File: config.mk
export PLATFORM = sky130hd
export DESIGN_NAME = uart_stimulus_receiver_flat
export DESIGN_NICKNAME = d
export VERILOG_FILES = /design/src/rtl/mimosa_pkg.sv /design/src/rtl/uart_stimulus_receiver_if.sv /design/src/rtl/uart_rx_core.sv /design/src/rtl/uart_stimulus_receiver.sv /design/src/flat_wrapper.sv
export SDC_FILE = /design/constraint.sdc
export NUM_CORES = 1
export LEC_CHECK = 0
export CORE_MARGIN = 2
export CORE_UTILIZATION = 58
export CTS_BUF_LIST = sky130_fd_sc_hd__clkbuf_2 sky130_fd_sc_hd__clkbuf_4 sky130_fd_sc_hd__clkbuf_8
export DETAILED_ROUTE_END_ITERATION = 8
export PLACE_DENSITY_LB_ADDON = 0.1
export SKIP_CTS_REPAIR_TIMING = 1
export SYNTH_ARGS = -nofsm -noshare
export SYNTH_HDL_FRONTEND = slang
export SYNTH_SLANG_ARGS = --single-unit
File: constraint.sdc
create_clock -name clk -period 2.4 [get_ports clk]
set_input_delay 0.48 -clock clk [delete_from_list [all_inputs] [get_ports clk]]
set_output_delay 0.48 -clock clk [all_outputs]
set_load 0.01 [all_outputs]
File: src/rtl/mimosa_pkg.sv
// Shared constants, stimulus names and FSM state types for the serial stimulus path.
// Pure declarations: no latency, no flow control.
package mimosa_pkg;

   parameter int NUM_EXT_STIM = 11;

   parameter logic [7:0] CMD_SET   = 8'h53;
   parameter logic [7:0] CMD_CLEAR = 8'h43;

   typedef logic [NUM_EXT_STIM-1:0] stim_vec_t;

   typedef enum logic [3:0] {
      STIM_TICKLE = 4'd0,
      STIM_FEED   = 4'd1,
      STIM_PET    = 4'd2,
      STIM_PLAY   = 4'd3,
      STIM_LOUD   = 4'd4,
      STIM_DARK   = 4'd5,
      STIM_COLD   = 4'd6,
      STIM_WARM   = 4'd7,
      STIM_SHAKE  = 4'd8,
      STIM_QUIET  = 4'd9,
      STIM_BRIGHT = 4'd10
   } stim_e;

   typedef enum logic [2:0] {
      R_IDLE,
      R_START,
      R_DATA,
      R_STOP,
      R_BREAK
   } rx_state_e;

   typedef enum logic {
      P_CMD,
      P_INDEX
   } parse_state_e;

endpackage

File: src/rtl/uart_stimulus_receiver_if.sv
// Serial line in, held stimulus vector and receive/parse status pulses out.
// Status outputs are single-cycle pulses with no backpressure; the host side only drives uart_rx.
interface uart_stimulus_receiver_if;
   import mimosa_pkg::*;

   logic      uart_rx;
   stim_vec_t stimuli_ext;
   logic [7:0] rx_byte;
   logic      byte_valid;
   logic      frame_err;
   logic      cmd_err;

   modport master (
      output uart_rx,
      input  stimuli_ext, rx_byte, byte_valid, frame_err, cmd_err
   );

   modport slave (
      input  uart_rx,
      output stimuli_ext, rx_byte, byte_valid, frame_err, cmd_err
   );
endinterface

File: src/rtl/uart_rx_core.sv
// 8N1 receiver: sync, start/data/stop sampling at mid-bit; byte_valid/frame_err 2 + C/2 + 9C cycles after the line falls.
// No backpressure: every byte is pulsed once and must be consumed that cycle.
module uart_rx_core
   import mimosa_pkg::*;
#(
   parameter int CLKS_PER_BIT = 87
) (
   input  logic       clk,
   input  logic       rst_n,
   input  logic       uart_rx,
   output logic [7:0] rx_byte,
   output logic       byte_valid,
   output logic       frame_err
);

   localparam int CW = $clog2(CLKS_PER_BIT);
   localparam logic [CW-1:0] HALF_M1 = CW'(CLKS_PER_BIT / 2 - 1);
   localparam logic [CW-1:0] BIT_M1  = CW'(CLKS_PER_BIT - 1);

   rx_state_e       state_q, state_d;
   logic [CW-1:0]   cnt_q, cnt_d;
   logic [2:0]      bit_q, bit_d;
   logic [7:0]      shift_q, shift_d;
   logic [7:0]      byte_q, byte_d;
   logic            bv_q, bv_d;
   logic            fe_q, fe_d;
   logic            s1_q, rxs_q, rxs_prev_q;

   always_ff @(posedge clk or negedge rst_n) begin
      if (!rst_n) begin
         s1_q       <= 1'b1;
         rxs_q      <= 1'b1;
         rxs_prev_q <= 1'b1;
         state_q    <= R_IDLE;
         cnt_q      <= '0;
         bit_q      <= '0;
         shift_q    <= '0;
         byte_q     <= '0;
         bv_q       <= 1'b0;
         fe_q       <= 1'b0;
      end else begin
         s1_q       <= uart_rx;
         rxs_q      <= s1_q;
         rxs_prev_q <= rxs_q;
         state_q    <= state_d;
         cnt_q      <= cnt_d;
         bit_q      <= bit_d;
         shift_q    <= shift_d;
         byte_q     <= byte_d;
         bv_q       <= bv_d;
         fe_q       <= fe_d;
      end
   end

   // Each sample decision is made one cycle early so the registered pulse lands on the mid-bit cycle.
   always_comb begin
      state_d = state_q;
      cnt_d   = cnt_q + CW'(1);
      bit_d   = bit_q;
      shift_d = shift_q;
      byte_d  = byte_q;
      bv_d    = 1'b0;
      fe_d    = 1'b0;
      case (state_q)
         R_IDLE: begin
            cnt_d = '0;
            if (!rxs_q && rxs_prev_q) begin
               state_d = R_START;
               cnt_d   = CW'(1);
               bit_d   = '0;
            end
         end
         R_START: begin
            if (cnt_q == HALF_M1) begin
               cnt_d   = '0;
               state_d = rxs_q ? R_IDLE : R_DATA;
            end
         end
         R_DATA: begin
            if (cnt_q == BIT_M1) begin
               cnt_d   = '0;
               shift_d = {rxs_q, shift_q[7:1]};
               bit_d   = bit_q + 3'd1;
               if (bit_q == 3'd7) state_d = R_STOP;
            end
         end
         R_STOP: begin
            if (cnt_q == BIT_M1) begin
               cnt_d = '0;
               if (rxs_q) begin
                  byte_d  = shift_q;
                  bv_d    = 1'b1;
                  state_d = R_IDLE;
               end else begin
                  fe_d    = 1'b1;
                  state_d = R_BREAK;
               end
            end
         end
         R_BREAK: begin
            cnt_d = '0;
            if (rxs_q) state_d = R_IDLE;
         end
         default: state_d = R_IDLE;
      endcase
   end

   assign rx_byte    = byte_q;
   assign byte_valid = bv_q;
   assign frame_err  = fe_q;

endmodule

File: src/rtl/uart_stimulus_receiver.sv
// Parses 'S'<idx> / 'C' commands from the UART into a held stimulus vector; updates one cycle after byte_valid.
// No backpressure; each set holds the whole vector for HOLD_CYCLES cycles via one shared counter.
module uart_stimulus_receiver
   import mimosa_pkg::*;
#(
   parameter int CLKS_PER_BIT = 87,
   parameter int HOLD_CYCLES  = 32768
) (
   input  logic                     clk,
   input  logic                     rst_n,
   uart_stimulus_receiver_if.slave  bus
);

   localparam int HW = $clog2(HOLD_CYCLES + 1);
   localparam logic [HW-1:0] HOLD_LOAD = HW'(HOLD_CYCLES);

   logic [7:0]   rx_byte;
   logic         byte_valid;
   logic         frame_err;

   parse_state_e pstate_q, pstate_d;
   stim_vec_t    stim_q, stim_d;
   logic [HW-1:0] hold_q, hold_d;
   logic         cerr_q, cerr_d;

   uart_rx_core #(
      .CLKS_PER_BIT (CLKS_PER_BIT)
   ) u_core (
      .clk        (clk),
      .rst_n      (rst_n),
      .uart_rx    (bus.uart_rx),
      .rx_byte    (rx_byte),
      .byte_valid (byte_valid),
      .frame_err  (frame_err)
   );

   always_ff @(posedge clk or negedge rst_n) begin
      if (!rst_n) begin
         pstate_q <= P_CMD;
         stim_q   <= '0;
         hold_q   <= '0;
         cerr_q   <= 1'b0;
      end else begin
         pstate_q <= pstate_d;
         stim_q   <= stim_d;
         hold_q   <= hold_d;
         cerr_q   <= cerr_d;
      end
   end

   // A set in the expiry cycle ORs onto stim_q, not stim_d, so the old bits survive the reload.
   always_comb begin
      pstate_d = pstate_q;
      stim_d   = stim_q;
      cerr_d   = 1'b0;
      hold_d   = (hold_q != '0) ? hold_q - HW'(1) : hold_q;
      if (hold_q == HW'(1)) stim_d = '0;
      if (byte_valid) begin
         case (pstate_q)
            P_CMD: begin
               if (rx_byte == CMD_SET) begin
                  pstate_d = P_INDEX;
               end else if (rx_byte == CMD_CLEAR) begin
                  stim_d = '0;
                  hold_d = '0;
               end
            end
            P_INDEX: begin
               pstate_d = P_CMD;
               if (rx_byte < 8'(NUM_EXT_STIM)) begin
                  stim_d = stim_q | (stim_vec_t'(1) << rx_byte[3:0]);
                  hold_d = HOLD_LOAD;
               end else begin
                  cerr_d = 1'b1;
               end
            end
            default: pstate_d = P_CMD;
         endcase
      end else if (frame_err && pstate_q == P_INDEX) begin
         pstate_d = P_CMD;
      end
   end

   assign bus.stimuli_ext = stim_q;
   assign bus.rx_byte     = rx_byte;
   assign bus.byte_valid  = byte_valid;
   assign bus.frame_err   = frame_err;
   assign bus.cmd_err     = cerr_q;

endmodule
File: src/flat_wrapper.sv
// flat-port wrapper written by rule: the top's interface ports become plain ports
module uart_stimulus_receiver_flat import mimosa_pkg::*;
#(
   parameter int CLKS_PER_BIT = 87,
   parameter int HOLD_CYCLES  = 32768
)
  (clk, rst_n, bus_uart_rx, bus_stimuli_ext, bus_rx_byte, bus_byte_valid, bus_frame_err, bus_cmd_err);
  uart_stimulus_receiver_if bus_i ();
  input  logic clk;
  input  logic rst_n;
  input wire logic [$bits(bus_i.uart_rx)-1:0] bus_uart_rx;
  output wire logic [$bits(bus_i.stimuli_ext)-1:0] bus_stimuli_ext;
  output wire logic [$bits(bus_i.rx_byte)-1:0] bus_rx_byte;
  output wire logic [$bits(bus_i.byte_valid)-1:0] bus_byte_valid;
  output wire logic [$bits(bus_i.frame_err)-1:0] bus_frame_err;
  output wire logic [$bits(bus_i.cmd_err)-1:0] bus_cmd_err;
  assign bus_i.uart_rx = bus_uart_rx;
  assign bus_stimuli_ext = bus_i.stimuli_ext;
  assign bus_rx_byte = bus_i.rx_byte;
  assign bus_byte_valid = bus_i.byte_valid;
  assign bus_frame_err = bus_i.frame_err;
  assign bus_cmd_err = bus_i.cmd_err;
  uart_stimulus_receiver #(.CLKS_PER_BIT(CLKS_PER_BIT), .HOLD_CYCLES(HOLD_CYCLES)) u_core (.clk(clk), .rst_n(rst_n), .bus(bus_i));
endmodule
==> results by group, run 1 <==
STA
  – Worst slew margin: 0.539
  – Final Skew: 0.00744 ns
  – Fin. Hold Viols: 0
  – Crit path time final: 2.20 ns
  – Fmax: 0.455 GHz
  – Final setup TNS: 0 ns
  – RSZ-0062 raised after global routing: no
  – Final Max Slew Viols: 0
  – Final worst-path cycle share: 0.915
  – Final setup vio count: 0
  – Final WS setup: 0.204 ns
  – Worst-margin pin slew: 0.692 ns

Run status
  – Outcome: finished, final reports clean

Cells and area
  – Share of cells above drive strength 1: 0.186
  – # diodes: 0
  – Post-route cell area: 3550 um2
  – Area grow syn2layout: 18.9%
  – NumNets Final: 322
  – Util after Layout: 0.705

Logic synthesis
  – Post-synthesis net count: 289
  – Post-synth EDFFs: 0
  – Cells after Synth: 279
  – Mean Syn Cell Area: 10.7 um2
  – Synthesis warning total: 0
  – Number of distinct library cells after synthesis: 46
  – Sequential element share of the synthesized area: 0.528
  – #FFs+latches synth: 63
  – Post-Syn Area: 2990 um2
  – Primary FF master, synth: dfrtp_1
  – Async set or reset register ratio after synthesis: 1.00

Detailed routing
  – DRT iter0 DRCs: 99
  – Via density: 5.90
  – Antenna violation net count after detailed routing: 0
  – DRT Wirelength: 5710 um
  – Via count: 2,285
  – First-pass DRT Iterations: 4
  – DRC: 0
  – WL per Instance: 14.7 um

Die
  – Site row count: 26
  – Die Area: 5750 um2
  – Chip Height: 75.8 um
  – Core Area: 5040 um2
  – IO Pins: 25
  – Die W: 75.8 um
  – Initial Util: 0.593

Placement
  – GP Congestion: 0.843
  – Post-Place Worst Slack: 0.236 ns
  – Hpwl dp: 3970 um
  – I/O Buffers: 24
  – DP Area: 3340 um2

Setup path
  – CP startpoint kind: flip-flop
  – Critical path data arrival time: 2.46 ns
  – Data required, critical path: 2.66 ns
  – CP max FO: 8
  – Critical path class: flip-flop to flip-flop
  – Worst reg-to-reg path cell count: 4
  – Critical path endpoint category: flip-flop

Global route
  – Largest net degree at the start of global routing: 34
  – Vias in the first global route: 2,129
  – Total gr overflow: 0
  – Antenna violations before repair: 0
  – Gr usage total: 0.224
  – First-pass GRT wire length: 9610 um

Clock network
  – CTS tree: yes
  – Total CTS buffers: 9
  – H-Tree Level Count: 3
  – CTS clk-pin slew, worst paths: 0.07 ns
  – Root Driver: clkbuf_8
  – CTS sink cnt: 63
  – Clk buf depth: 2
  – Skew-Pair Late Insertion Delay: 0.33 ns

Power and ir drop
  – Cell Pwr Density: 644 nW/um2
  – Leakage power: 1.65 nW
  – Maximum vdd ir drop: 0.520 mV

Worst hold path
  – Worst hold path type: input port to asynchronous set/reset pin

Flow run
  – Maxcap violations: 0
==> metrics by stage <==
step	total power [mW]	hold slack (ns)	instances
after global routing	2.38	0.241	387
final	2.29	0.181	387
after CTS	2.30	0.199	387
after global placement	1.34	0.346	371
after detailed placement	1.34	0.349	371
after floorplan	1.28	0.184	279
==> report_power, final <==
group	internal (mW)	switching, mW	total, mW
registers	1.11	0.0489	1.16
logic	0.0762	0.0875	0.164
clock network	0.550	0.416	0.966
==> synthesized netlist by cell type (3+ instances only) <==
cell | count | area, um2
o21ai_0 | 11 | 55.1
or3_2 | 3 | 22.5
o41ai_1 | 3 | 26.3
ha_1 | 7 | 87.6
clkbuf_1 | 7 | 26.3
or2_2 | 3 | 18.8
xnor2_1 | 3 | 26.3
nor2b_1 | 3 | 18.8
nand4_1 | 4 | 25.0
a31oi_1 | 7 | 43.8
nand2_1 | 9 | 33.8
dfstp_2 | 3 | 78.8
dfrtp_1 | 60 | 1500
mux2_2 | 19 | 214
nand3_1 | 8 | 40.0
o31ai_1 | 4 | 30.0
nor3_1 | 10 | 50.1
or4_1 | 9 | 67.6
nor2_1 | 24 | 90.1
and3_1 | 4 | 25.0
a21boi_0 | 3 | 22.5
nor4_1 | 3 | 18.8
a21oi_1 | 24 | 120
nor4b_1 | 3 | 26.3
nand2b_1 | 6 | 37.5
or3_1 | 6 | 37.5
inv_1 | 9 | 33.8
==> logic make-up (layout without fill, tap and decap cells) <==
logic type / count (synthesis) / after routing / share of synthesized area
and+or+nand+nor: 105 / 105 / 0.203
xor gates and xnor gates: 5 / 5 / 0.0146
adders and majority gates: 7 / 7 / 0.0293
AOI/OAI and AO/OA: 62 / 62 / 0.129
DFF: 63 / 63 / 0.528
buffers and inverters: 18 / 56 / 0.0234
muxes: 19 / 19 / 0.0715
==> state kept, by name (all words and copies together) (netlist names) <==
name,flops
u_core.bus.cmd_err,1
u_core.u_core.cnt_q,7
u_core.u_core.rx_byte,8
u_core.u_core.state_q,3
u_core.bus.stimuli_ext,11
u_core.u_core.rxs_prev_q,1
u_core.u_core.s1_q,1
u_core.pstate_q,1
u_core.u_core.rxs_q,1
u_core.u_core.byte_valid,1
u_core.u_core.bit_q,3
u_core.u_core.frame_err,1
u_core.u_core.shift_q,8
u_core.hold_q,16
==> path summary, 6_finish.rpt <==
path                                              start  slack [ns]                                    to
setup / recovery             u_core.hold_q[3]$_DFF_PN0_        0.20           u_core.hold_q[10]$_DFF_PN0_
hold / removal                                    rst_n        0.18   u_core.bus.stimuli_ext[4]$_DFF_PN0_
setup reg to reg             u_core.hold_q[3]$_DFF_PN0_        0.20           u_core.hold_q[10]$_DFF_PN0_
hold reg to reg            u_core.u_core.s1_q$_DFF_PN1_        0.36         u_core.u_core.rxs_q$_DFF_PN1_
max in group asynchronous                         rst_n        1.60  u_core.u_core.shift_q[0]$_DFFE_PN0P_
min in group clk           u_core.u_core.s1_q$_DFF_PN1_        0.36         u_core.u_core.rxs_q$_DFF_PN1_
==> layout by cell type (no fill, tap or decap), types with 7 or more instances in the layout <==
cell type,count
a31oi_1,7
nor2_1,24
inv_1,9
clkbuf_8,11
nand3_1,8
clkdlybuf4s50_1,23
a21oi_1,24
nand2_1,9
nor3_1,10
or4_1,9
ha_1,7
o21ai_0,11
mux2_2,19
dfrtp_1,60
==> routing by layer <==
layer  vias to the layer above  global-route usage  share of wire
met2                        28               0.356           0.49
met3                         9              0.0410          0.024
met5                         -                   0              0
met4                         0               0.101          0.017
li1                       1101                   -              -
met1                      1147               0.298           0.47
==> worst max-delay path, cell delays in order, from the launching register on <==
cell	delay (ns)
dfrtp_1	0.44
or4_4	0.56
or3_1	0.47
or4b_1	0.50
a21oi_1	0.16
==> area by class of cell <==
| type | instances | area, um2 |
|---|---|---|
| timing repair buffer | 31 | 300 |
| tap | 70 | 87.6 |
| inverter | 9 | 33.8 |
| clock buffer | 12 | 159 |
| sequential | 63 | 1580 |
| multi-input combinational | 198 | 1340 |
| clock inverter | 4 | 53.8 |
| fill | 390 | 1490 |
Note: power is estimated with default switching activity, not from simulation.
==> run 2: changes to the inputs <==
--- a/config.mk
+++ b/config.mk
@@ -6,7 +6,7 @@
 export NUM_CORES = 1
 export LEC_CHECK = 0
 export CORE_MARGIN = 2
-export CORE_UTILIZATION = 58
+export CORE_UTILIZATION = 40
 export CTS_BUF_LIST = sky130_fd_sc_hd__clkbuf_2 sky130_fd_sc_hd__clkbuf_4 sky130_fd_sc_hd__clkbuf_8
 export DETAILED_ROUTE_END_ITERATION = 8
 export PLACE_DENSITY_LB_ADDON = 0.1
==> constraint.sdc (replaced) <==
create_clock -name clk -period 2.1 [get_ports clk]
set_input_delay 0.42 -clock clk [delete_from_list [all_inputs] [get_ports clk]]
set_output_delay 0.42 -clock clk [all_outputs]
set_load 0.01 [all_outputs]
==> run 2 against run 1 <==
Count of clock-buffer cells in the layout did not move. Design area up 5.7%. First-iteration DRC count down 12%. Fmax rose by 9.0%. Combinational power increased by 26%. Final cell count increased by 13%. Highest routed layer unchanged. Hold slack got worse by 0.13 ns.
==> results by group, run 2 (same netlist as run 1, synthesis figures left out) <==
Run status
  – Outcome: finished, final reports clean

Setup path
  – CP max FO: 8
  – Data required, critical path: 2.37 ns
  – Crit path cell chain: or4_4, or3_4, or4_1, a21oi_1
  – Worst path slowest cell: or4_4
  – Critical path data arrival time: 2.28 ns
  – Largest stage delay, worst path: 0.53 ns
  – Critical path endpoint category: flip-flop
  – CP startpoint kind: flip-flop
  – Critical path class: flip-flop to flip-flop

Placement
  – GP Congestion: 0.795
  – Hpwl dp: 4420 um
  – Placed Cells: 422
  – I/O Buffers: 24

Cells and area
  – Area grow syn2layout: 25.6%
  – Reg area: 1580 um2
  – Multi-input gate area: 1350 um2
  – Max reg flops: 16
  – # diodes: 0
  – Commonest non-fill, non-tap cell in the layout: dfrtp_1
  – Share of cells above drive strength 1: 0.245
  – Finished Layout Cells: 438
  – Most frequent cells in the layout: dfrtp_1 (60), buf_4 (27), nor2_1 (24), a21oi_1 (24), clkdlybuf4s50_1 (23)
  – Register name with the most flops: u_core.hold_q
  – # fillers: 683
  – NumNets Final: 344

Detailed routing
  – Via count: 2,298
  – Via density: 5.25
  – Highest routed layer: met4
  – Met3 routed WL: 143 um
  – Met2 WL: 2880 um
  – DRT iter0 DRCs: 87
  – WL per Instance: 13.9 um
  – First-pass DRT Iterations: 4
  – DRT Wirelength: 6090 um
  – Antenna violation net count after detailed routing: 0
  – DRC: 0
  – DRT met1 WL: 2950 um

Die
  – Core Area: 7250 um2
  – Initial Util: 0.412
  – Die W: 90.5 um
  – Site row count: 31
  – Die Area: 8180 um2
  – Chip Height: 90.5 um
  – IO Pins: 25

STA
  – Worst-margin pin slew: 0.552 ns
  – Final setup vio count: 0
  – Fmax: 0.496 GHz
  – RSZ-0062 raised after global routing: yes
  – Final Skew: 0.0127 ns
  – Worst slew margin: 0.632
  – Final worst-path cycle share: 0.960
  – Crit path time final: 2.01 ns
  – Final Max Slew Viols: 0
  – Fin. Hold Viols: 0

Power and ir drop
  – Leakage power: 1.76 nW
  – Cell Pwr Density: 667 nW/um2
  – Overall Power: 2.51 mW
  – Maximum vdd ir drop: 0.343 mV

Clock network
  – Skew-Pair Late Insertion Delay: 0.34 ns
  – Clk buf depth: 2
  – CTS sink cnt: 63
  – Root Driver: clkbuf_8
  – CTS tree: yes
  – Total CTS buffers: 9
  – H-Tree Level Count: 3
  – CTS clk-pin slew, worst paths: 0.07 ns

Worst hold path
  – Worst hold path type: input port to asynchronous set/reset pin

Global route
  – Antenna violations before repair: 0
  – First-pass GRT wire length: 10,700 um
  – Largest net degree at the start of global routing: 23
  – Total gr overflow: 0
  – Vias in the first global route: 2,206
  – Gr usage total: 0.162

Flow run
  – Maxcap violations: 0
==> run 2: per-layer routing <==
layer / up-vias / track usage
met3: 10 / 0.0334
met5: - / 0
met1: 1120 / 0.220
met2: 23 / 0.245
li1: 1145 / -
met4: 0 / 0.0808
==> run 2: path summary, 6_finish.rpt <==
path	start	to	slack (ns)	cells after the start
max in group asynchronous	rst_n	u_core.u_core.s1_q$_DFF_PN1_	1.45	2
hold / removal	rst_n	u_core.bus.stimuli_ext[6]$_DFF_PN0_	0.05	1
hold reg to reg	u_core.u_core.s1_q$_DFF_PN1_	u_core.u_core.rxs_q$_DFF_PN1_	0.36	0
min in group clk	u_core.u_core.s1_q$_DFF_PN1_	u_core.u_core.rxs_q$_DFF_PN1_	0.36	0
setup reg to reg	u_core.hold_q[6]$_DFF_PN0_	u_core.hold_q[12]$_DFF_PN0_	0.09	4
setup / recovery	u_core.hold_q[6]$_DFF_PN0_	u_core.hold_q[12]$_DFF_PN0_	0.09	4
==> run 2: report_power, final <==
group          internal [mW]  switching [mW]  total [mW]
Clock                  0.508           0.475       0.983
Combinational          0.100           0.107       0.207
Sequential              1.27          0.0494        1.32
==> run 2: final cells by class <==
class | instances | area share
clock inverter | 4 | 0.00799
sequential | 63 | 0.421
clock buffer | 12 | 0.0423
timing repair buffer | 53 | 0.127
inverter | 9 | 0.00899
tap | 99 | 0.0330
multi-input combinational | 198 | 0.360
==> run 2: per-stage QoR <==
stage / utilization / setup WS (ns) / setup TNS, ns / hold slack (ns) / instance area (um2)
finish: 0.518 / 0.0850 / 0 / 0.0547 / 3760
detailed placement: 0.490 / 0.00144 / 0 / 0.348 / 3560
CTS: 0.516 / -0.0156 / -0.0241 / 0.0636 / 3740
global route: 0.518 / -0.00621 / -0.00621 / 0.0856 / 3760
global placement: 0.490 / 0.0521 / 0 / 0.346 / 3560
floorplan: - / 0.00971 / 0 / 0.124 / 2990
==> run 2: critical path: cells and delay by family (launching register included) <==
family / cells / cell delay [ns]
compound gates: 1 / 0.15
simple gates: 3 / 1.38
flops: 1 / 0.41
